[src/rtl/alu_pkg.sv]
// Shared definitions for the ALU execute stage: opcodes, control-word layout,
// CCR bit positions, forwarding select codes and interrupt FSM encoding.
package alu_pkg;

    localparam int DATA_W = 16;

    localparam int EX_OP_LSB  = 0;
    localparam int EX_OP_MSB  = 3;
    localparam int EX_IMM_BIT = 4;

    localparam int CCR_Z = 0;
    localparam int CCR_N = 1;
    localparam int CCR_C = 2;

    localparam logic [1:0] SEL_BUF = 2'd0;
    localparam logic [1:0] SEL_MEM = 2'd1;
    localparam logic [1:0] SEL_WB  = 2'd2;

    typedef enum logic [3:0] {
        OP_NOP  = 4'd0,
        OP_MOV  = 4'd1,
        OP_ADD  = 4'd2,
        OP_SUB  = 4'd3,
        OP_AND  = 4'd4,
        OP_OR   = 4'd5,
        OP_NOT  = 4'd6,
        OP_INC  = 4'd7,
        OP_DEC  = 4'd8,
        OP_SHL  = 4'd9,
        OP_SHR  = 4'd10,
        OP_SETC = 4'd11,
        OP_CLRC = 4'd12
    } alu_op_e;

    typedef enum logic {
        ST_IDLE  = 1'b0,
        ST_SAVED = 1'b1
    } int_state_e;

    // Select code 3 is unused and falls back to the decode-buffer value.
    function automatic logic [DATA_W-1:0] selectOperand(
        input logic [1:0]        sel,
        input logic [DATA_W-1:0] bufVal,
        input logic [DATA_W-1:0] memVal,
        input logic [DATA_W-1:0] wbVal
    );
        case (sel)
            SEL_MEM: selectOperand = memVal;
            SEL_WB:  selectOperand = wbVal;
            default: selectOperand = bufVal;
        endcase
    endfunction

endpackage

[src/rtl/alu_core.sv]
// Purely combinational ALU: computes the result and the would-be CCR value.
// Shifter is built only when ALU_SHIFT_EN is defined.
module alu_core
    import alu_pkg::*;
(
    input  alu_op_e            i_op,
    input  logic [DATA_W-1:0]  i_src1,
    input  logic [DATA_W-1:0]  i_src2,
    input  logic               i_c_in,
    input  logic               i_n_in,
    input  logic               i_z_in,
    output logic [DATA_W-1:0]  o_result,
    output logic [2:0]         o_flags,
    output logic               o_flag_upd
);

    logic [DATA_W:0] w_wide;
    logic            w_carry;
    logic            w_keep_zn;

    always_comb begin
        w_wide     = {1'b0, i_src1};
        w_carry    = i_c_in;
        w_keep_zn  = 1'b0;
        o_flag_upd = 1'b1;
        o_result   = i_src1;
        case (i_op)
            OP_ADD: begin
                w_wide   = {1'b0, i_src1} + {1'b0, i_src2};
                w_carry  = w_wide[DATA_W];
                o_result = w_wide[DATA_W-1:0];
            end
            OP_SUB: begin
                w_wide   = {1'b0, i_src1} - {1'b0, i_src2};
                w_carry  = w_wide[DATA_W];
                o_result = w_wide[DATA_W-1:0];
            end
            OP_AND: o_result = i_src1 & i_src2;
            OP_OR:  o_result = i_src1 | i_src2;
            OP_NOT: o_result = ~i_src1;
            OP_INC: begin
                w_wide   = {1'b0, i_src1} + 17'd1;
                w_carry  = w_wide[DATA_W];
                o_result = w_wide[DATA_W-1:0];
            end
            OP_DEC: begin
                w_wide   = {1'b0, i_src1} - 17'd1;
                w_carry  = w_wide[DATA_W];
                o_result = w_wide[DATA_W-1:0];
            end
`ifdef ALU_SHIFT_EN
            // The extra 17th bit catches the last bit shifted out on either side.
            OP_SHL: begin
                w_wide   = {1'b0, i_src1} << i_src2[3:0];
                o_result = w_wide[DATA_W-1:0];
                if (i_src2[3:0] != 4'd0) w_carry = w_wide[DATA_W];
            end
            OP_SHR: begin
                w_wide   = {i_src1, 1'b0} >> i_src2[3:0];
                o_result = w_wide[DATA_W:1];
                if (i_src2[3:0] != 4'd0) w_carry = w_wide[0];
            end
`else
            OP_SHL, OP_SHR: o_flag_upd = 1'b0;
`endif
            OP_SETC: begin
                w_carry   = 1'b1;
                w_keep_zn = 1'b1;
            end
            OP_CLRC: begin
                w_carry   = 1'b0;
                w_keep_zn = 1'b1;
            end
            default: ;
        endcase
        o_flags[CCR_C] = w_carry;
        o_flags[CCR_N] = w_keep_zn ? i_n_in : o_result[DATA_W-1];
        o_flags[CCR_Z] = w_keep_zn ? i_z_in : (o_result == '0);
    end

endmodule

[src/rtl/alu_stage.sv]
// Execute stage: operand forwarding muxes, ALU, CCR, output port and the
// single-level interrupt flag save/restore FSM. Shifts need ALU_SHIFT_EN.
module alu_stage
    import alu_pkg::*;
(
    input  logic               clk,
    input  logic               rst,
    input  logic               enable,
    input  logic [13:0]        i_Ex,
    input  logic [DATA_W-1:0]  i_read_data1,
    input  logic [DATA_W-1:0]  i_read_data2,
    input  logic [DATA_W-1:0]  i_immd,
    input  logic [DATA_W-1:0]  i_fwd_mem,
    input  logic [DATA_W-1:0]  i_fwd_wb,
    input  logic [1:0]         i_sel1,
    input  logic [1:0]         i_sel2,
    input  logic               i_chg_flag,
    input  logic               i_output_write,
    input  logic               i_INT,
    input  logic               i_rti,
    output logic [DATA_W-1:0]  o_result,
    output logic [2:0]         o_flags,
    output logic [DATA_W-1:0]  o_out_port,
    output logic               o_int_active
);

    alu_op_e           w_op;
    logic [DATA_W-1:0] w_src1;
    logic [DATA_W-1:0] w_src2;
    logic [2:0]        w_flags;
    logic              w_flag_upd;
    logic [2:0]        w_ccr_after;
    logic              w_unused;

    logic [2:0]        r_ccr;
    logic [2:0]        r_shadow;
    logic [DATA_W-1:0] r_out_port;
    int_state_e        r_state;
    int_state_e        w_state_next;

    assign w_unused = ^i_Ex[13:5];
    assign w_op     = alu_op_e'(i_Ex[EX_OP_MSB:EX_OP_LSB]);
    assign w_src1   = selectOperand(i_sel1, i_read_data1, i_fwd_mem, i_fwd_wb);
    assign w_src2   = i_Ex[EX_IMM_BIT] ? i_immd
                                       : selectOperand(i_sel2, i_read_data2, i_fwd_mem, i_fwd_wb);

    alu_core u_core (
        .i_op       (w_op),
        .i_src1     (w_src1),
        .i_src2     (w_src2),
        .i_c_in     (r_ccr[CCR_C]),
        .i_n_in     (r_ccr[CCR_N]),
        .i_z_in     (r_ccr[CCR_Z]),
        .o_result   (o_result),
        .o_flags    (w_flags),
        .o_flag_upd (w_flag_upd)
    );

    // CCR value this edge would produce ignoring a restore; also what INT saves.
    assign w_ccr_after = (i_chg_flag && w_flag_upd) ? w_flags : r_ccr;

    always_ff @(posedge clk or negedge rst) begin
        if (!rst) begin
            r_state <= ST_IDLE;
        end else if (enable) begin
            r_state <= w_state_next;
        end
    end

    always_comb begin
        w_state_next = r_state;
        case (r_state)
            ST_IDLE:  if (i_INT) w_state_next = ST_SAVED;
            ST_SAVED: if (i_rti) w_state_next = ST_IDLE;
            default:  w_state_next = ST_IDLE;
        endcase
    end

    always_comb begin
        o_int_active = (r_state == ST_SAVED);
    end

    always_ff @(posedge clk or negedge rst) begin
        if (!rst) begin
            r_ccr      <= '0;
            r_shadow   <= '0;
            r_out_port <= '0;
        end else if (enable) begin
            if (r_state == ST_SAVED && i_rti) begin
                r_ccr <= r_shadow;
            end else begin
                r_ccr <= w_ccr_after;
            end
            if (r_state == ST_IDLE && i_INT) begin
                r_shadow <= w_ccr_after;
            end
            if (i_output_write) begin
                r_out_port <= w_src1;
            end
        end
    end

    assign o_flags    = r_ccr;
    assign o_out_port = r_out_port;

endmodule

[config.mk]
export PLATFORM = sky130hd
export DESIGN_NAME = alu_stage
export DESIGN_NICKNAME = d
export VERILOG_FILES = /design/src/rtl/alu_pkg.sv /design/src/rtl/alu_core.sv /design/src/rtl/alu_stage.sv
export SDC_FILE = /design/constraint.sdc
export NUM_CORES = 1
export LEC_CHECK = 0
export ABC_CLOCK_PERIOD_IN_PS = 7200
export CORE_UTILIZATION = 50
export DETAILED_ROUTE_END_ITERATION = 6
export GPL_TIMING_DRIVEN = 0
export PLACE_DENSITY = 0.81
export SLEW_MARGIN = 20
export SYNTH_ARGS = -nofsm -noshare
export SYNTH_HDL_FRONTEND = slang
export SYNTH_SLANG_ARGS = --single-unit
[constraint.sdc]
create_clock -name clk -period 7.2 [get_ports clk]
set_input_delay 1.08 -clock clk [delete_from_list [all_inputs] [get_ports clk]]
set_output_delay 1.08 -clock clk [all_outputs]
set_load 0.02 [all_outputs]
# Word level (Yosys, flattened, before mapping)

Cells that the tools add are included.

Flip-flop bits (word level): 23
Input bits: 105
Output and inout bits: 36

$add $sub $neg: 4
Eq/ne operators: 15
Multiplexer cells: 14
Bitwise logic cells: 4
Reduce and logical (&&, ||, !) cells: 8

Operators by type and width:

| kind                    | count |
|---|---|
| $pmux W16 S7            | 1 |
| $pmux W16 S2            | 2 |
| $eq A4 B4 Y1 const B    | 5 |
| $add A16 B1 Y17 const B | 1 |
| $add A16 B16 Y17        | 1 |
| $sub A16 B1 Y17 const B | 1 |
| $sub A16 B16 Y17        | 1 |
| $and A16 B16 Y16        | 1 |
| $eq A4 B3 Y1 const B    | 4 |
| $logic_not A16 Y1       | 1 |
| $mux W16                | 1 |
| $not A16 Y16            | 1 |
| $or A16 B16 Y16         | 1 |
| $eq A4 B2 Y1 const B    | 2 |
| $mux W1                 | 6 |
| $mux W3                 | 2 |
| $pmux W1 S6             | 1 |
| $eq A2 B1 Y1 const B    | 2 |
| $eq A2 B2 Y1 const B    | 2 |
| $reduce_and A2 Y1       | 2 |
| $reduce_or A2 Y1        | 2 |
| $logic_and A1 B1 Y1     | 3 |
| $pmux W1 S2             | 1 |
| $not A1 Y1              | 1 |

# Depth between registers and ports, before layout

Depth after elaboration: 9
Depth in mapped cells: 21
Depth with buffers taken out: 18

# By module

From an unflattened synthesis, not the netlist that was laid out.

Cells, all modules: 749
Area, all modules: 5481.5 µm²

By module, submodules not included:

| module    | instances | cells an instance | area an instance (µm²) | seq. area each (µm²) |
|---|---|---|---|---|
| alu_core  | 1         | 546               | 3608.5                 | 0.0 |
| alu_stage | 1         | 203               | 1873.0                 | 575.6 |

# Least setup slack after synthesis

Ideal clock, no wire load.

Kind: in2out
From: input port i_sel2[0]
To: output port o_result[15]
Arrival time: 4549 ps
Data required time: 6120 ps
Setup slack: 1571 ps
Stages on the path: 18
Cells stage by stage: inv_1 > ha_1 > clkbuf_1 > clkbuf_1 > a221oi_1 > o31ai_1 > inv_1 > ha_1 > clkbuf_1 > nor2_1 > a221oi_1 > nand4b_1 > a31oi_1 > nor4_1 > o22ai_1 > xor2_1 > a211oi_1 > o22ai_1

Cells in the longest elaborated chain, start to end: 5

Ends and longest elaborated chain:

| item                                                | RTL line        | source |
|---|---|---|
| start: declaration                                  | alu_stage.sv:16 | `input logic [1:0] i_sel2,` |
| $eq A2 B2 Y1 / $eq A2 B1 Y1 (equally long branches) | alu_pkg.sv:47   | `case (sel)` |
| $pmux W16 S2 (*)                                    | alu_pkg.sv:47   |  |
| $mux W16 (*)                                        | alu_stage.sv:44 | `assign w_src2 = i_Ex[EX_IMM_BIT] ? i_immd` |
| $sub A16 B16 Y17, or another cell as far along      | alu_core.sv:34  | `w_wide = {1'b0, i_src1} - {1'b0, i_src2};` |
| $pmux W16 S7 (*)                                    | alu_core.sv:27  | `case (i_op)` |
| end: declaration                                    | alu_stage.sv:21 | `output logic [DATA_W-1:0] o_result,` |

Every way passes the cells marked *; elsewhere a longest branch is shown, timed or not.

# Worst setup path in the final report

From: input port i_Ex[4]
To: output port o_result[14]

Cells in the longest elaborated chain, start to end: 3

Ends and longest elaborated chain:

| item                                           | RTL line        | source |
|---|---|---|
| start: declaration                             | alu_stage.sv:9  | `input logic [13:0] i_Ex,` |
| $mux W16 (*)                                   | alu_stage.sv:44 |  |
| $sub A16 B16 Y17, or another cell as far along | alu_core.sv:34  |  |
| $pmux W16 S7 (*)                               | alu_core.sv:27  |  |

Marked as above.

==> results.yml <==
global_route:
  first_global_vias: 6601
  grtUsageTotal_pct: 38.0
  grt_max_degree: 24
  grt_overflow: 0
  grt_pass1_wl_um: 34100
  grt_antenna_before_repair: 0
place:
  post-place-ws_ns: -0.663
  port_buffers: 130
  dp_cells: 1054
  dpl.hpwl_um: 17800
  place_congestion: 0.979
floorplan:
  die_h_um: 107
  ios: 141
  die_x_um: 107
  start_util_pct: 52.4
  core_area_um2: 10500
  fp.dieArea_um2: 11400
  num_rows: 37
pwr:
  p_sw_uw: 561
  swShare_pct: 50.8
  power.leakage_nw: 2.84
  p_int_uw: 543
  seqPwrFrac_pct: 15.9
  clockPowerShare_pct: 7.3
  ir_drop_mv: 0.129
  power_frac_comb_pct: 76.8
  p_per_area_nw_per_um2: 155
synthesis:
  synth_area_um2: 5500
  synth_mux_area_share_pct: 2.48
  yosysTopAreaCell: "ha_1"
  ys_types: 86
  synth_edf_count: 0
  synthFlopType: "dfrtp_1"
  synth_compound_area_share_pct: 35.5
  ys_seq_elements: 23
  synth-xor-area-share_pct: 3.50
  synth-warning-count: 0
  yosysSeqAreaShare_pct: 10.5
  synth_area_leaders: "ha_1 12%, dfrtp_1 10%, nand2_1 6.8%, a21oi_1 5.4%, o21ai_0 4.1%"
  postSynthCellCount: 788
  avgSynthCellArea_um2: 6.98
  syn_nets: 949
  async_flop_share_pct: 100
  synth_top_family_by_area: "compound AO/OA/AOI/OAI gates"
  synthSimpleGateAreaFrac_pct: 25.3
  yosysTopAreaCellShare_pct: 12.3
  synthAdderAreaFrac_pct: 13.0
detailed_routing:
  wl_per_cell_um: 20.7
  wirelength_um: 21800
  dr.pass1.iters: 7
  drc: 1
  vias: 7026
  ant_nets: 0
  drtIter0Drc: 915
  drt-vias-per-instance: 6.65
setup_path:
  cp_num_buf_inv: 4
  cp_common_cell: "clkdlybuf4s50_1"
  crit_path_max_incr_delay_ns: 0.64
  cp_num_cells: 15
  required_ns: 6.12
  cp_slowest_cell: "clkdlybuf4s50_1"
  worstPathMaxFanout: 10
  crit_path_cell_trace: "clkdlybuf4s50_1 -> clkbuf_2 -> clkbuf_1 -> o31ai_2 -> ha_1 -> fa_1 -> and3_1 -> a311o_1 -> a41oi_2 -> o21ai_2 -> a21oi_2 -> nor4_1 -> a41o_1 -> o32a_1 -> clkdlybuf4s50_1"
  critPathArrivalTime_ns: 6.00
  path_delay_family: "buffers and inverters"
  cp-end-kind: "output pin"
  cp-start-kind: "input pin"
  worstSetupPathType: "in2out"
  r2r_cells: 5
clock_network:
  cts_max_level: 1
  clk_pin_slew_ns: 0.08
  cts_buffer_depth: 2
  clock_latency_ns: 0.27
  cts.sinks: 23
  cts_tree: "yes"
  cts_buffers: 3
  root_buffer: "clkbuf_8"
  cts_hold_buf: 0
cells_and_area:
  nets: 1082
  layout-drive-gt1-share_pct: 8.70
  instances_no_fill: 1056
  diodes: 0
  area_delta_synth_final_pct: 29.0
  regArea_um2: 576
  fill_cells: 935
  multi_input_area_um2: 4470
sta:
  period_share_pct: 98.3
  hold_viol_final: 0
  slew_headroom_pct: 35.1
  hold_slack_ns: 0.482
  rsz0062_at_grt: "yes"
  min_period_ns: 7.08
  tightest_slew_ns: 0.970
  fin_ws_ns: 0.123
  clock_skew_ns: 0.000260
  slew_viol_final: 0
  finalSetupTns_ns: 0
  max_freq_mhz: 141
  setup_violations: 0
outcome:
  status: "finished, violations left"
  violations: "design-rule violations"
run:
  drv_cap: 0
worst_hold_path:
  hold_class: "reg2reg"
  whs_path_depth: 2
## through the flow
stage          cell area (µm²)  power, mW  utilization [%]
3_3_place_gp              6970      0.963             66.4
4_1_cts                   7050       1.07             67.1
2_1_floorplan             5500      0.697                -
6_report                  7100       1.10             67.5
5_1_grt                   7100       1.18             67.5
3_5_place_dp              6980      0.984             66.4
## logic make-up (layout without fill, tap and decap cells)
family | Yosys count | in the layout
AOI/OAI and AO/OA | 278 | 278
buffers and inverters | 119 | 251
muxes | 13 | 13
DFF | 23 | 23
xor gates and xnor gates | 22 | 22
and+or+nand+nor | 277 | 277
adders and majority gates | 56 | 56
## placed cells by master (no fill, tap or decap), drive strengths merged, types with 26 or more instances in the layout
master           n
a21oi           60
a221oi          28
buf             26
clkbuf          37
clkdlybuf4s50  129
ha              54
inv             56
nand2           99
nor2            44
nor2b           29
o21ai           52
## worst register-to-register path: cells and delay by family, from the launching register on
kind | cells | cell delay [ns]
compound gates | 4 | 0.70
simple gates | 1 | 0.07
flops | 1 | 0.41
## Yosys cell counts, drive strengths merged (5+ instances only)
cell and instances:
o21a 7, xnor2 17, o31ai 16, nor4 10
o211ai 12, mux2i 8, nand2 99, nor3 23
xor2 5, buf 26, o221ai 5, nor2b 29
a21oi 60, ha 54, nand2b 11, a31oi 13
nand3 23, o21ai 52, and3 6, a32oi 6
a22oi 16, inv 56, dfrtp 23, o22ai 17
nand4 10, mux2 5, o21bai 5, nor2 44
a211oi 6, a221oi 28, clkbuf 36
## timing repair
| item | in CTS | in global routing |
|---|---|---|
| gates cloned | 0 | 0 |
| buffers inserted | 0 | 0 |
| gates resized for setup | 10 | 10 |
| endpoints found under the setup margin | 9 | 7 |
## path summary, 6_finish.rpt
check	start	slack [ns]	endpoint
hold / removal	o_out_port[6]	0.48	o_out_port[6]
hold reg to reg	o_out_port[6]	0.48	o_out_port[6]
setup reg to reg	o_flags[2]	5.89	o_flags[2]
setup / recovery	i_Ex[4]	0.12	o_result[14]
min in group asynchronous	rst	1.34	o_out_port[3]
max in group asynchronous	rst	5.27	o_flags[0]
## cell type report
| cell class | count | share of cell area, % |
|---|---|---|
| inverters | 57 | 3.16 |
| flip-flops and latches | 23 | 8.11 |
| plain buffers | 60 | 4.35 |
| clock buffers | 3 | 0.582 |
| clock inverters | 1 | 0.0705 |
| multi-input cells | 646 | 63.0 |
| repair buffers | 130 | 18.4 |
| well taps | 136 | 2.40 |
## sequential cells by signal, indices dropped and copies added, names as in the netlist
signal and flops:
o_out_port 16, o_flags 3, r_shadow 3, o_int_active 1
## metal layers
| metal | vias up | track usage (%) | share of wire, % |
|---|---|---|---|
| li1 | 3169 | - | - |
| met1 | 3163 | 49.1 | 40 |
| met2 | 595 | 63.1 | 44 |
| met3 | 99 | 4.62 | 11 |
| met4 | 0 | 17.1 | 4.9 |
| met5 | - | 0 | 0 |
## power groups by stage
stage	clock network, mW	logic (mW)	registers [mW]
final	0.0805	0.848	0.175
after global routing	0.0880	0.909	0.178
after CTS	0.0809	0.813	0.175
after detailed placement	0	0.806	0.178
after global placement	0	0.788	0.175
after floorplan	0	0.504	0.194
No activity file was read; power rests on OpenSTA's default activity.
